[src/rtl/uart_tx_ctrl.sv]
// uart_tx_ctrl: control FSM and baud timer driving the TX shift register's load and shift strobes.
// Optional macro UART_TX_TWO_STOP_EN adds a second stop-bit period to every frame.
`default_nettype none

module uart_tx_ctrl #(
  parameter int DIV_W   = 16,
  parameter int MIN_DIV = 2
) (
  input  logic             clock,
  input  logic             reset,
  input  logic             tx_valid,
  output logic             tx_ready,
  input  logic [7:0]       tx_data_in,
  input  logic             parity_en,
  input  logic             parity_odd,
  input  logic [DIV_W-1:0] baud_div,
  output logic [7:0]       tx_data,
  output logic             parity_add,
  output logic             parity_en_q,
  output logic             tx_shift_reg_en,
  output logic             tx_shift_en,
  output logic             tx_busy,
  output logic             tx_done
);

  typedef enum logic [1:0] {
    IDLE  = 2'd0,
    LOAD  = 2'd1,
    SHIFT = 2'd2,
    WAIT  = 2'd3
  } state_t;

  localparam logic [DIV_W-1:0] MIN_DIV_V = DIV_W'(MIN_DIV);
  localparam logic [DIV_W-1:0] TWO_V     = DIV_W'(2);

`ifdef UART_TX_TWO_STOP_EN
  localparam logic [3:0] STOP_BITS = 4'd2;
`else
  localparam logic [3:0] STOP_BITS = 4'd1;
`endif

  state_t           state;
  state_t           state_next;
  logic             parity_odd_q;
  logic [DIV_W-1:0] div_q;
  logic [DIV_W-1:0] baud_cnt;
  logic [3:0]       bit_cnt;
  logic [3:0]       n_bits;
  logic             accept;
  logic             done_set;
  logic [DIV_W-1:0] div_eff;

  // Start + 8 data (+ parity) + stop bit periods.
  assign n_bits  = (parity_en_q ? 4'd9 : 4'd8) + 4'd1 + STOP_BITS;
  assign div_eff = (baud_div < MIN_DIV_V) ? MIN_DIV_V : baud_div;

  assign tx_ready   = (state == IDLE);
  assign tx_busy    = (state != IDLE);
  assign accept     = tx_valid && tx_ready;
  assign parity_add = (^tx_data) ^ parity_odd_q;

  always_ff @(posedge clock or negedge reset) begin
    if (!reset) begin
      state <= IDLE;
    end else begin
      state <= state_next;
    end
  end

  always_comb begin
    state_next      = state;
    tx_shift_reg_en = 1'b0;
    tx_shift_en     = 1'b0;
    done_set        = 1'b0;
    case (state)
      IDLE: begin
        if (tx_valid) begin
          state_next = LOAD;
        end
      end
      LOAD: begin
        tx_shift_reg_en = 1'b1;
        state_next      = SHIFT;
      end
      SHIFT: begin
        tx_shift_en = 1'b1;
        state_next  = WAIT;
      end
      WAIT: begin
        // With D=2 the counter is loaded with 0, so this is the exit cycle.
        if (baud_cnt == '0) begin
          if (bit_cnt == n_bits) begin
            state_next = IDLE;
            done_set   = 1'b1;
          end else begin
            state_next = SHIFT;
          end
        end
      end
      default: state_next = IDLE;
    endcase
  end

  always_ff @(posedge clock or negedge reset) begin
    if (!reset) begin
      tx_data      <= 8'h00;
      parity_en_q  <= 1'b0;
      parity_odd_q <= 1'b0;
      div_q        <= '0;
      baud_cnt     <= '0;
      bit_cnt      <= 4'd0;
      tx_done      <= 1'b0;
    end else begin
      tx_done <= done_set;
      if (accept) begin
        tx_data      <= tx_data_in;
        parity_en_q  <= parity_en;
        parity_odd_q <= parity_odd;
        div_q        <= div_eff;
        bit_cnt      <= 4'd0;
      end
      if (state == SHIFT) begin
        bit_cnt  <= bit_cnt + 4'd1;
        baud_cnt <= div_q - TWO_V;
      end else if ((state == WAIT) && (baud_cnt != '0)) begin
        baud_cnt <= baud_cnt - 1'b1;
      end
    end
  end

endmodule

`default_nettype wire

[config.mk]
export PLATFORM = sky130hd
export DESIGN_NAME = uart_tx_ctrl
export DESIGN_NICKNAME = d
export VERILOG_FILES = /design/src/rtl/uart_tx_ctrl.sv
export SDC_FILE = /design/constraint.sdc
export NUM_CORES = 1
export LEC_CHECK = 0
export CORE_MARGIN = 1
export CORE_UTILIZATION = 40
export CTS_BUF_LIST = sky130_fd_sc_hd__clkbuf_8 sky130_fd_sc_hd__clkbuf_16
export DETAILED_ROUTE_END_ITERATION = 8
export PLACE_DENSITY = 0.65
export SYNTH_ARGS = -nofsm -noshare
export SYNTH_HDL_FRONTEND = slang
export SYNTH_SLANG_ARGS = --single-unit
[constraint.sdc]
create_clock -name clock -period 2.05 [get_ports clock]
set_input_delay 0.3075 -clock clock [delete_from_list [all_inputs] [get_ports clock]]
set_output_delay 0.3075 -clock clock [all_outputs]
set_load 0.03 [all_outputs]
* Yosys cells after proc, flatten, opt, wreduce, memory -nomap -nowiden
Index checks and enable logic that the tools add are counted.
** Storage, ports and cells
- Memories :: 0
- Output and inout bits :: 15
- Bits in latches :: 0
- Input port bits :: 29
- Flip-flop bits (word level) :: 49
- Memory bits (read-only) :: 0
- Logic and storage cells :: 46
- Memory bits (writable) :: 0
** Cells by class
- Magnitude comparators :: 1
- Eq/ne operators :: 6
- Reduce and logical (&&, ||, !) cells :: 10
- Shift operators :: 0
- $mul :: 0
- Multiplexer cells :: 15
- Add/sub/neg operators :: 5
- Div/mod/pow operators :: 0
- Bitwise operators :: 1
** Operators by type and width (number)
- two-way mux 16 bit :: 3
- zero test 16 bit :: 1
- < comparator 16 x 2 -> 1 bit, second input constant :: 1
- nonzero test 16 bit :: 1
- subtractor 16 x 1 -> 16 bit, second input constant :: 1
- subtractor 16 x 2 -> 16 bit, second input constant :: 1
- adder 4 x 1 -> 4 bit, second input constant :: 3
- two-way mux 4 bit :: 2
- one-hot mux 2 bit (4 select lines) :: 1
- XOR reduction 8 bit :: 1
- two-way mux 1 bit :: 6
- two-way mux 2 bit :: 3
- nonzero test 2 bit :: 3
- == test 2 bit, second input constant :: 2
- == test 4 bit :: 1
- != test 2 bit, second input constant :: 2
- == test 2 x 1 -> 1 bit, second input constant :: 1
- logical AND 1 bit :: 2
- zero test 2 bit :: 1
- AND reduction 2 bit :: 1
- XOR 1 bit :: 1

* Longest topological paths before layout
- Word-level depth :: 7
- Mapped depth :: 7
- Mapped depth without buffers :: 7

* Worst setup path after synthesis
Ideal clock, no wire load.
- Path type :: register to register
- From :: register baud_cnt[0]
- To :: register baud_cnt[5]
- Stages on the path, launching flop included :: 8
- Data arrival time :: 1.851 ns
- Buffers on the path :: 0
- Path slack :: 0.046 ns
- Path through :: dfrtp_1 > inv_1 > ha_1 > or4b_1 > nor4_4 > nand2_2 > a311oi_1 > a21oi_1
** Between the ends
- Word-level cells in the longest chain between the ends :: 3
- Elaborated cells between the ends (all ways) :: 6
- Classes of those cells :: add/sub (1); mux (2); reduce/logical (3)
** RTL lines
- start: declaration :: line 46 : logic [DIV_W-1:0] baud_cnt;
- start signal: assignment :: line 124 : baud_cnt <= div_q - TWO_V;
- start signal: assignment :: line 126 : baud_cnt <= baud_cnt - 1'b1;
- subtractor 16 x 1 -> 16 bit / nonzero test 16 bit (equally long branches) :: line 126, 125
- two-way mux 16 bit / logical AND 1 bit (equally long branches) :: line 125 : end else if ((state == WAIT) && (baud_cnt != '0)) begin
- two-way mux 16 bit / nonzero test 2 bit (equally long branches)
Parallel ways exist; a longest one is shown, timed or not. The select of a mux whose other input is x is not followed.
A chain may end at the register's enable or synchronous reset.

* Final worst setup path
- From :: register baud_cnt[1]
- To :: register baud_cnt[0]
** Between the ends
- Word-level cells in the longest chain between the ends :: 3
** RTL lines (line)
- nonzero test 16 bit :: 125
- logical AND 1 bit :: 125
- nonzero test 2 bit (no source line)
Every way passes these cells.

==> key figures <==
STA
  • Hold WS: 0.0959 ns
  • Final Hold Violating Endpoints: 0
  • Final setup margin: 0.0568 ns
  • Slew margin rel.: 58.4%
  • Slew @ Worst Pin: 0.624 ns
  • Unrepaired setup endpoints after global routing: true
  • Skew final: 0.0112 ns
  • Period minus WS final: 1.99 ns
  • Pins over their slew limit: 0
  • Fin crit share: 97.2%
  • Max Freq: 502 MHz
  • Final setup violation count: 0

Critical path
  • Endpoint class of the critical path: flip-flop
  • Data required, critical path: 2.28 ns
  • Reg2reg path depth: 8
  • CP Launch Type: flip-flop
  • Critical-path top delay cell: or4b_4
  • Critical path class: reg -> reg
  • Max stage delay on crit path: 0.49 ns
  • Critical path fanouts, max: 5
  • CP Data Arrival Time: 2.23 ns
  • Crit-path cells: inv_1 > ha_2 > or4b_4 > nor4_4 > buf_4 > nand2_2 > a31o_1 > a2bb2oi_2

Placed design
  • DP Area: 3270 sq um
  • GPL Wtd Cong: 0.920
  • DPL Wire Length: 4470 microns
  • # port buffers: 43
  • Worst slack at placement: -0.0367 ns

Floorplan
  • Die X: 83.1 microns
  • Die height: 83.1 microns
  • CORE AREA: 6350 sq um
  • DIE AREA: 6910 sq um
  • Starting Density: 41.5%
  • Row count: 29
  • Io pins: 44

CTS
  • CTS tree: yes
  • CTS Hold Buffers Added: 0
  • Clock transition at path regs: 0.09 ns
  • Latest clock arrival within the worst-skew pair: 0.30 ns
  • H-tree depth: 2
  • Num Clock Sinks: 49
  • CTS Buf Count: 5
  • CTS Buffer Depth: 2
  • Clk root buf: clkbuf_8

Synth
  • Post-synth top flop: dfrtp_1
  • Synth area leader: dfrtp_1
  • Area share of the leading cell type in the synthesized netlist: 46.6%
  • Largest cells by area after synthesis: dfrtp_1 (47%), nand2_1 (12%), xnor2_1 (4.7%)
  • Number of flops mapped to enable cells by yosys: 0
  • Post-Syn Nets: 328
  • Synth Register Bits: 49
  • Post-synthesis sequential area ratio: 46.6%
  • Warnings from Yosys: 0
  • Syn_area_per_cell: 8.89 sq um
  • Syn Inst Count: 296
  • Ys async rst share: 100%
  • Synth Cell Area: 2630 sq um
  • Unique masters post-synth: 43

Drt
  • DR pass1 iterations: 4
  • DRC: 0
  • Detail Route Antenna Nets: 0
  • WL/cell: 14.0 microns
  • Routed WL: 6120 microns
  • Vias: 2271
  • Initial DRC count: 132
  • Vias per cell: 5.18

Pwr
  • Sequential share of power: 40.8%
  • Int Power: 2.30 mW
  • Clock power share: 20.7%
  • Psw: 1.21 mW
  • Total chip power: 3.51 mW
  • Worst vdd ir: 743 uV
  • PwrDens: 1020 nW/um^2
  • Lkg Pwr: 1.55 nW
  • Comb pwr share: 38.5%
  • Sw frac: 34.5%

Hold path
  • Hold Path Class: in -> async

GRT
  • GRT Max-Usage Layer: met2
  • Maximum number of pins on one net before global-route repair: 50
  • Initial antenna violation count: 0
  • Global Route Usage Sum: 18.8%
  • GRT met2 Usage: 31.7%
  • Gr ovfl total: 0
  • Met3 Use GR: 5.07%
  • Global-route wire length before repair: 10700 microns
  • Number of global-route vias before repair: 2274
  • GR Layer Usage met1: 24.5%

Cells and area
  • Diode count: 0
  • Most common cell after layout, fill and taps aside: nand2_1
  • Commonest cells after routing, fill and taps aside: nand2_1 (86), dfrtp_1 (48), clkdlybuf4s50_1 (38)
  • Design area: 3440 sq um
  • Final net count: 392
  • Area growth, synth to finish: 30.6%
  • Layout cells sized above 1: 14.7%

Run status
  • Outcome: finished, final reports clean

Flow run
  • Max_cap viols: 0
==> final timing paths <==
path | end | from | slack [ns]
worst max register to register | baud_cnt[0] | baud_cnt[1] | 0.06
min in group clock | bit_cnt[3] | bit_cnt[3] | 0.50
worst max-delay path | baud_cnt[0] | baud_cnt[1] | 0.06
max in group asynchronous | state[1] | reset | 1.52
worst min-delay path | tx_done | reset | 0.1
worst min register to register | bit_cnt[3] | bit_cnt[3] | 0.50
==> logic make-up (layout without fill, tap and decap cells) <==
| logic type | after synthesis | count (layout) | synth area share [%] |
|---|---|---|---|
| AO/OA/AOI/OAI | 37 | 37 | 9.84 |
| XOR/XNOR | 26 | 26 | 8.65 |
| adder cells (fa/ha/maj) | 3 | 3 | 1.43 |
| buffers and inverters | 19 | 84 | 2.71 |
| flip-flops | 49 | 49 | 46.6 |
| multiplexers | 4 | 4 | 1.52 |
| AND/OR/NAND/NOR | 158 | 158 | 29.3 |
==> synthesized netlist by cell type, drive strengths merged, types with 2 or more instances <==
cell / instances
o21ai: 12
xor2: 12
nand2b: 4
nor3: 8
o31a: 3
inv: 9
nor2: 18
dfrtp: 49
a211oi: 2
or3: 2
a21oi: 6
a31oi: 2
mux2i: 4
a31o: 2
nand4: 5
xnor2: 14
clkbuf: 9
nand2: 87
or4: 5
and2: 3
a2bb2oi: 2
o211ai: 3
nand3: 8
ha: 3
nor4: 12
==> layer usage <==
metal  vias to the layer above  wire length [microns]
li1                       1136                      -
met1                      1062                   2730
met2                        71                   2990
met3                         2                    379
met4                         0                     16
met5                         -                      0
==> power groups by stage <==
stage               Clock, mW  Sequential (mW)  Combinational [mW]
floorplan                   0             1.50               0.757
global route            0.794             1.46                1.48
global placement            0             1.43                1.27
CTS                     0.744             1.43                1.31
finish                  0.728             1.43                1.35
detailed placement          0             1.44                1.29
==> registers in the layout (all words and copies together) (netlist names) <==
name          cells
div_q            16
parity_en_q       1
state             2
parity_odd_q      1
tx_data           8
baud_cnt         16
tx_done           1
bit_cnt           4
==> worst max-delay path: cells and delay by family (launching register included) <==
kind	cells	cell delay, ns
buf+inv	2	0.24
fa+ha+maj	1	0.19
simple gates	3	0.73
flops	1	0.39
compound gates	2	0.39
==> repair_timing <==
action                                  in CTS  in global routing
endpoints found under the setup margin       6                 13
setup buffers                                1                  2
pin swaps                                    0                  2
resized for setup                            3                  5
==> area by class of cell <==
type                            instances  area [sq um]
Fill cell                             560          2910
Multi-Input combinational cell        228          1360
Sequential cell                        49          1230
Timing Repair Buffer                   67           602
Tap cell                               77          96.3
Clock buffer                            6          82.6
Clock inverter                          2          37.5
Inverter                                9          33.8
==> per-stage QoR <==
stage	utilization, %	setup TNS, ns	std cells
after floorplan	-	0	296
after global placement	51.5	0	427
after detailed placement	51.5	-0.0893	427
after CTS	53.6	0	436
after global routing	54.1	-0.0542	438
final	54.1	0	438
Power figures use the tool's default switching activity.
